**config.mk**
```make
export PLATFORM = sky130hd
export DESIGN_NAME = npc_predict_unit
export DESIGN_NICKNAME = d
export VERILOG_FILES = /design/src/rtl/npc_pkg.sv /design/src/rtl/btb_bank.sv /design/src/rtl/npc_predict_unit.sv
export SDC_FILE = /design/constraint.sdc
export NUM_CORES = 2
export LEC_CHECK = 0
export ABC_CLOCK_PERIOD_IN_PS = 13600
export CELL_PAD_IN_SITES_DETAIL_PLACEMENT = 1
export CELL_PAD_IN_SITES_GLOBAL_PLACEMENT = 1
export CORE_MARGIN = 4
export CORE_UTILIZATION = 56
export DETAILED_ROUTE_END_ITERATION = 10
export PLACE_DENSITY = 0.86
export RECOVER_POWER = 50
export SLEW_MARGIN = 20
export SYNTH_ARGS = -nofsm -noshare
export SYNTH_HDL_FRONTEND = slang
export SYNTH_SLANG_ARGS = --single-unit
```
**constraint.sdc**
```tcl
create_clock -name clk -period 13.6 [get_ports clk]
set_clock_uncertainty 0.2 [all_clocks]
set_input_delay 2.04 -clock clk [delete_from_list [all_inputs] [get_ports clk]]
set_output_delay 2.04 -clock clk [all_outputs]
set_load 0.01 [all_outputs]
```
**src/rtl/npc_pkg.sv**
```systemverilog
// Shared definitions for the next-PC predictor: EX branch-kind encodings and boot address.
package npc_pkg;

  localparam logic [1:0] BR_NONE = 2'b00;
  localparam logic [1:0] BR_COND = 2'b01;
  localparam logic [1:0] BR_JIRL = 2'b10;
  localparam logic [1:0] BR_B    = 2'b11;

  localparam logic [31:0] RESET_PC_DEFAULT = 32'h1c00_0000;

endpackage

```
**src/rtl/btb_bank.sv**
```systemverilog
// Direct-mapped BTB storage: {valid, tag, target, ctr} per entry, async read ports,
// one synchronous write port. Reads return pre-write contents in the write cycle.
module btb_bank #(
  parameter int ENTRIES = 16,
  parameter int TAG_W   = 26,
  parameter int ADDR_W  = 32,
  parameter int CTR_W   = 2,
  parameter int IDX_W   = $clog2(ENTRIES)
) (
  input  logic              clk,
  input  logic              rst,
  input  logic [IDX_W-1:0]  lk_idx,
  output logic              lk_valid,
  output logic [TAG_W-1:0]  lk_tag,
  output logic [ADDR_W-1:0] lk_target,
  output logic [CTR_W-1:0]  lk_ctr,
  input  logic [IDX_W-1:0]  rs_idx,
  output logic              rs_valid,
  output logic [TAG_W-1:0]  rs_tag,
  output logic [ADDR_W-1:0] rs_target,
  output logic [CTR_W-1:0]  rs_ctr,
  input  logic              wr_en,
  input  logic [IDX_W-1:0]  wr_idx,
  input  logic [TAG_W-1:0]  wr_tag,
  input  logic [ADDR_W-1:0] wr_target,
  input  logic [CTR_W-1:0]  wr_ctr
);

  localparam logic [CTR_W-1:0] CTR_INIT = CTR_W'(1);

  logic [ENTRIES-1:0] valid_r;
  logic [TAG_W-1:0]   tag_r    [ENTRIES];
  logic [ADDR_W-1:0]  target_r [ENTRIES];
  logic [CTR_W-1:0]   ctr_r    [ENTRIES];

  // Entry storage: reset clears every entry to invalid / weakly not-taken.
  always_ff @(posedge clk) begin
    if (rst) begin
      valid_r <= '0;
      for (int i = 0; i < ENTRIES; i++) begin
        tag_r[i]    <= '0;
        target_r[i] <= '0;
        ctr_r[i]    <= CTR_INIT;
      end
    end else if (wr_en) begin
      valid_r[wr_idx]  <= 1'b1;
      tag_r[wr_idx]    <= wr_tag;
      target_r[wr_idx] <= wr_target;
      ctr_r[wr_idx]    <= wr_ctr;
    end
  end

  assign lk_valid  = valid_r[lk_idx];
  assign lk_tag    = tag_r[lk_idx];
  assign lk_target = target_r[lk_idx];
  assign lk_ctr    = ctr_r[lk_idx];

  assign rs_valid  = valid_r[rs_idx];
  assign rs_tag    = tag_r[rs_idx];
  assign rs_target = target_r[rs_idx];
  assign rs_ctr    = ctr_r[rs_idx];

endmodule

```
**src/rtl/npc_predict_unit.sv**
```systemverilog
// IF-stage next-PC generator: owns the PC, predicts from the BTB, resolves EX branches
// and redirects the fetch stream (flush) on a mispredict.
module npc_predict_unit
  import npc_pkg::*;
#(
  parameter int              ADDR_W      = 32,
  parameter int              BTB_ENTRIES = 16,
  parameter int              CTR_W       = 2,
  parameter logic [ADDR_W-1:0] RESET_PC  = ADDR_W'(RESET_PC_DEFAULT)
) (
  input  logic              clk,
  input  logic              rst,
  input  logic              stall,
  output logic [ADDR_W-1:0] pc,
  output logic [ADDR_W-1:0] pred_npc,
  input  logic              ex_valid,
  input  logic [1:0]        ex_kind,
  input  logic              ex_taken,
  input  logic [ADDR_W-1:0] ex_pc,
  input  logic [ADDR_W-1:0] ex_base,
  input  logic [ADDR_W-1:0] ex_offset,
  input  logic [ADDR_W-1:0] ex_pred_npc,
  output logic              flush
);

  localparam int IDX_W = $clog2(BTB_ENTRIES);
  localparam int TAG_W = ADDR_W - IDX_W - 2;

  localparam logic [CTR_W-1:0]  CTR_MAX     = {CTR_W{1'b1}};
  localparam logic [CTR_W-1:0]  CTR_WEAK_NT = CTR_W'(1);
  localparam logic [ADDR_W-1:0] INSN_BYTES  = ADDR_W'(4);

  function automatic logic [CTR_W-1:0] sat_inc(input logic [CTR_W-1:0] c);
    if (c == CTR_MAX) return c;
    else              return c + CTR_W'(1);
  endfunction

  function automatic logic [CTR_W-1:0] sat_dec(input logic [CTR_W-1:0] c);
    if (c == CTR_W'(0)) return c;
    else                return c - CTR_W'(1);
  endfunction

  logic [ADDR_W-1:0] pc_r;

  logic [IDX_W-1:0]  lk_idx_s;
  logic [TAG_W-1:0]  lk_tag_s;
  logic              lk_valid_s;
  logic [TAG_W-1:0]  lk_tag_rd_s;
  logic [ADDR_W-1:0] lk_target_s;
  logic [CTR_W-1:0]  lk_ctr_s;
  logic              lk_hit_s;
  logic [ADDR_W-1:0] pred_npc_s;

  logic [IDX_W-1:0]  rs_idx_s;
  logic [TAG_W-1:0]  rs_tag_s;
  logic              rs_valid_s;
  logic [TAG_W-1:0]  rs_tag_rd_s;
  logic [ADDR_W-1:0] rs_target_s;
  logic [CTR_W-1:0]  rs_ctr_s;
  logic              rs_hit_s;

  logic [ADDR_W-1:0] target_s;
  logic [ADDR_W-1:0] actual_npc_s;
  logic              flush_s;

  logic              wr_en_s;
  logic [ADDR_W-1:0] wr_target_s;
  logic [CTR_W-1:0]  wr_ctr_s;

  assign lk_idx_s = pc_r[IDX_W+1:2];
  assign lk_tag_s = pc_r[ADDR_W-1:IDX_W+2];
  assign rs_idx_s = ex_pc[IDX_W+1:2];
  assign rs_tag_s = ex_pc[ADDR_W-1:IDX_W+2];

  btb_bank #(
    .ENTRIES (BTB_ENTRIES),
    .TAG_W   (TAG_W),
    .ADDR_W  (ADDR_W),
    .CTR_W   (CTR_W),
    .IDX_W   (IDX_W)
  ) u_btb (
    .clk       (clk),
    .rst       (rst),
    .lk_idx    (lk_idx_s),
    .lk_valid  (lk_valid_s),
    .lk_tag    (lk_tag_rd_s),
    .lk_target (lk_target_s),
    .lk_ctr    (lk_ctr_s),
    .rs_idx    (rs_idx_s),
    .rs_valid  (rs_valid_s),
    .rs_tag    (rs_tag_rd_s),
    .rs_target (rs_target_s),
    .rs_ctr    (rs_ctr_s),
    .wr_en     (wr_en_s),
    .wr_idx    (rs_idx_s),
    .wr_tag    (rs_tag_s),
    .wr_target (wr_target_s),
    .wr_ctr    (wr_ctr_s)
  );

  assign lk_hit_s = lk_valid_s && (lk_tag_rd_s == lk_tag_s);
  assign rs_hit_s = rs_valid_s && (rs_tag_rd_s == rs_tag_s);

  // Fetch prediction: follow the BTB only when it hits and the counter leans taken.
  always_comb begin
    pred_npc_s = pc_r + INSN_BYTES;
    if (lk_hit_s && lk_ctr_s[CTR_W-1]) begin
      pred_npc_s = lk_target_s;
    end else begin
      pred_npc_s = pc_r + INSN_BYTES;
    end
  end

  // Resolve the EX instruction into the address that really follows it.
  always_comb begin
    target_s     = ex_pc + ex_offset;
    actual_npc_s = ex_pc + INSN_BYTES;
    case (ex_kind)
      BR_NONE: actual_npc_s = ex_pc + INSN_BYTES;
      BR_COND: begin
        if (ex_taken) actual_npc_s = target_s;
        else          actual_npc_s = ex_pc + INSN_BYTES;
      end
      BR_JIRL: begin
        target_s     = ex_base + ex_offset;
        actual_npc_s = target_s;
      end
      BR_B:    actual_npc_s = target_s;
      default: actual_npc_s = ex_pc + INSN_BYTES;
    endcase
  end

  assign flush_s = ex_valid && !rst && (actual_npc_s != ex_pred_npc);

  // BTB training from the resolved EX instruction; not-taken misses leave the table alone.
  always_comb begin
    wr_en_s     = 1'b0;
    wr_target_s = target_s;
    wr_ctr_s    = CTR_MAX;
    if (ex_valid && !rst) begin
      case (ex_kind)
        BR_B, BR_JIRL: begin
          wr_en_s  = 1'b1;
          wr_ctr_s = CTR_MAX;
        end
        BR_COND: begin
          if (ex_taken) begin
            wr_en_s  = 1'b1;
            wr_ctr_s = sat_inc(rs_hit_s ? rs_ctr_s : CTR_WEAK_NT);
          end else if (rs_hit_s) begin
            wr_en_s     = 1'b1;
            wr_target_s = rs_target_s;
            wr_ctr_s    = sat_dec(rs_ctr_s);
          end else begin
            wr_en_s = 1'b0;
          end
        end
        default: wr_en_s = 1'b0;
      endcase
    end else begin
      wr_en_s = 1'b0;
    end
  end

  // PC register: a redirect overrides stall, stall overrides the prediction.
  always_ff @(posedge clk) begin
    if (rst) begin
      pc_r <= RESET_PC;
    end else if (flush_s) begin
      pc_r <= actual_npc_s;
    end else if (stall) begin
      pc_r <= pc_r;
    end else begin
      pc_r <= pred_npc_s;
    end
  end

  assign pc       = pc_r;
  assign pred_npc = pred_npc_s;
  assign flush    = flush_s;

endmodule

```
==> impl_metrics.tcl <==
set metrics [dict create \
    status "finished, violations left" \
    violations "capacitance limit, slew limit" \
    grt.overflow.total 0 \
    leakage_uw 0.0223 \
    clk_latency_ns 0.75 \
    dp_hpwl_um 135000 \
    hold_path_class "reg2reg" \
    drtIter0Drc 7954 \
    chipWidth_um 324 \
    drv_slew 998 \
    cp_data_required_time_ns 13.30 \
    drc 0 \
    startpoint_type "input pin" \
    cts_resized 0 \
    hold_buffers 0 \
    ant_nets 0 \
    multi_input_area_mm2 0.0241 \
    powerDensity_mw_per_mm2 136 \
    yosysSeqAreaShare 0.535 \
    area_delta_synth_final_pct 11.1 \
    critPathKind "in2reg" \
    cp_max_fo 53 \
    grt_pass1_vias 45500 \
    crit_path_end_kind "flop" \
    register_area_mm2 0.0299 \
    synth-edff-count 960 \
    cp_cell_sequence "clkbuf_1 -> clkbuf_1 -> inv_1 -> nand2_1 -> nor3b_1 -> and2_0 -> nand2_1 -> clkbuf_1 -> nand2_1" \
    grt_max_degree 120 \
    final_common_cell "edfxtp_1" \
    critical_path_arrival_ns 11.13 \
    crit_path_max_incr_delay_ns 2.27 \
    fmax_mhz 87.5 \
    crit_family "buffers and inverters" \
    start_util 0.566 \
    finalWorstSetupSlack_ns 2.18 \
    core_mm2 0.0987 \
    totalNegativeSetupSlack_ns 0 \
    ys_warn_count 0 \
    min_period_over_period 0.840 \
    avgViaCountPerCell 7.72 \
    post_cts_buffers 0 \
    slew_headroom -1.09 \
    synthArstFlopShare 0 \
    htreeDepth 3 \
    antenna_found_initial 15 \
    place.gp.congestion 0.970 \
    ys.flop_type "edfxtp_1" \
    grtUsageTotal 0.431 \
    numCtsBuffers 105 \
    clk_pin_slew_worst_paths_ns 0.07 \
    syn_nets 4518 \
    place_ws_ns 4.25 \
    fp-row-count 115 \
    mostFrequentLayoutCells "edfxtp_1 (960), nor2_1 (723), and3_1 (452)" \
    cts_tree "built" \
    ys_seq_elements 1012 \
    firstDrtPassIters 8 \
    vias 43900 \
    drive_above_1_share 0.177 \
    wl_per_cell_um 39.7 \
    tightest_slew_ns 3.14 \
    wl_um 226000 \
    grt_pass1_wl_um 322000 \
    synth.distinct_cells 93 \
    critical_path_buf_inv_count 4 \
    critPathSlowestCell "clkbuf_1" \
    syn-instance-count 4314 \
    syn_area_mm2 0.0558 \
    clock-root-buffer "clkbuf_16" \
    cts_buffer_depth 3 \
    drv_cap 33 \
    die-area_mm2 0.105 \
    cts_num_sinks 1012 \
    portBuffers 199 \
    peakVddDrop_mv 0.118 \
    hold_viol_final 0 \
    setup_viol 0 \
    rsz0062_at_grt "no" \
    syn_avg_cell_area_um2 12.9 \
    io_pins 200 \
    nets 4509 \
    fillers 9252 \
    fin_crit_ns 11.42 \
    die_y_um 324 \
]
## synthesized netlist by cell type (22+ instances only)
master    instances  area share
and2_1           39      0.0044
inv_1            34      0.0023
mux2i_1          56       0.010
buf_2            69      0.0062
buf_1            22      0.0015
nand4_1          39      0.0044
xnor2_1         110       0.017
nor3_1           37      0.0033
o22ai_1          25      0.0028
o21ai_0          49      0.0044
nor2_1          723       0.049
ha_1             67       0.015
a31oi_1          32      0.0036
edfxtp_1        960        0.52
nand3_1          49      0.0044
o21a_1           24      0.0032
and3_1          452       0.051
xor2_1           61      0.0096
mux4_2          434        0.18
clkbuf_1        333       0.022
a21oi_1         141       0.013
dfxtp_1          52       0.019
nand2_1         177       0.012
## state kept, by name, indices dropped and copies added, names as in the netlist, named ones only
signal	count
u_btb.valid_r	16
u_btb.tag_r	416
pc	32
u_btb.ctr_r	32
u_btb.target_r	512
## layout make-up
cell class	instances	area share
inverters	37	0.00224
repair buffers	317	0.0450
well taps	1287	0.0260
diodes	5	0.000202
multi-input cells	2832	0.389
clock inverters	75	0.0122
flip-flops and latches	1012	0.482
clock buffers	123	0.0438
## per-layer routing
layer,wire (µm),share of wire,track usage,vias up
met2,101000,0.45,0.655,4480
met4,19600,0.087,0.301,22
met5,427,0.0019,0.00771,-
li1,-,-,-,16500
met3,34000,0.15,0.151,1295
met1,71300,0.32,0.517,21700
## worst register-to-register path: cells and delay by family (launching register included)
| family | cells | cell delay (ns) |
|---|---|---|
| AOI/OAI and AO/OA | 2 | 0.41 |
| muxes | 4 | 1.91 |
| buffers and inverters | 3 | 1.93 |
| xor gates and xnor gates | 1 | 0.15 |
| and+or+nand+nor | 4 | 1.28 |
| DFF | 1 | 0.76 |
## kinds of logic (layout without fill, tap and decap cells)
logic type               count (synthesis)  in the layout  synth area share
AO/OA/AOI/OAI                          448            448            0.0542
XOR/XNOR                               171            171            0.0268
adder cells (fa/ha/maj)                 70             70            0.0159
buffers and inverters                  470            552            0.0340
flip-flops                            1012           1012             0.535
multiplexers                           521            521             0.193
other                                    0              5                 0
AND/OR/NAND/NOR                       1622           1622             0.141
## path summary, 6_finish.rpt
| kind | depth (start not counted) | startpoint | slack, ns | end |
|---|---|---|---|---|
| setup / recovery | 9 | rst | 2.18 | u_btb.target_r[5][15]$_SDFFCE_PN0P_ |
| hold reg to reg | 2 | u_btb.valid_r[5]$_SDFFE_PP0N_ | 0.34 | u_btb.valid_r[5]$_SDFFE_PP0N_ |
| setup reg to reg | 14 | flop | 6.84 | flop |
| hold / removal | 2 | u_btb.valid_r[5]$_SDFFE_PP0N_ | 0.34 | u_btb.valid_r[5]$_SDFFE_PP0N_ |
## where the power goes
group / internal (µW) / leakage (µW) / switching (µW)
Combinational: 628 / 0.0110 / 1050
Clock: 1650 / 0.00169 / 1350
Sequential: 3590 / 0.00958 / 163
Total: 5870 / 0.0223 / 2570
## stage by stage
stage / hold slack [ns] / cells / power [µW] / util / area [µm²]
3_5_place_dp: 0.306 / 5484 / 5370 / 0.595 / 58700
2_1_floorplan: 0.251 / 4314 / 4690 / - / 55800
4_1_cts: 0.330 / 5682 / 8330 / 0.630 / 62200
6_report: 0.335 / 5688 / 8440 / 0.629 / 62000
5_1_grt: 0.359 / 5684 / 8580 / 0.628 / 62000
3_3_place_gp: 0.263 / 5484 / 5300 / 0.594 / 58700
(Power assumes the default switching activity.)
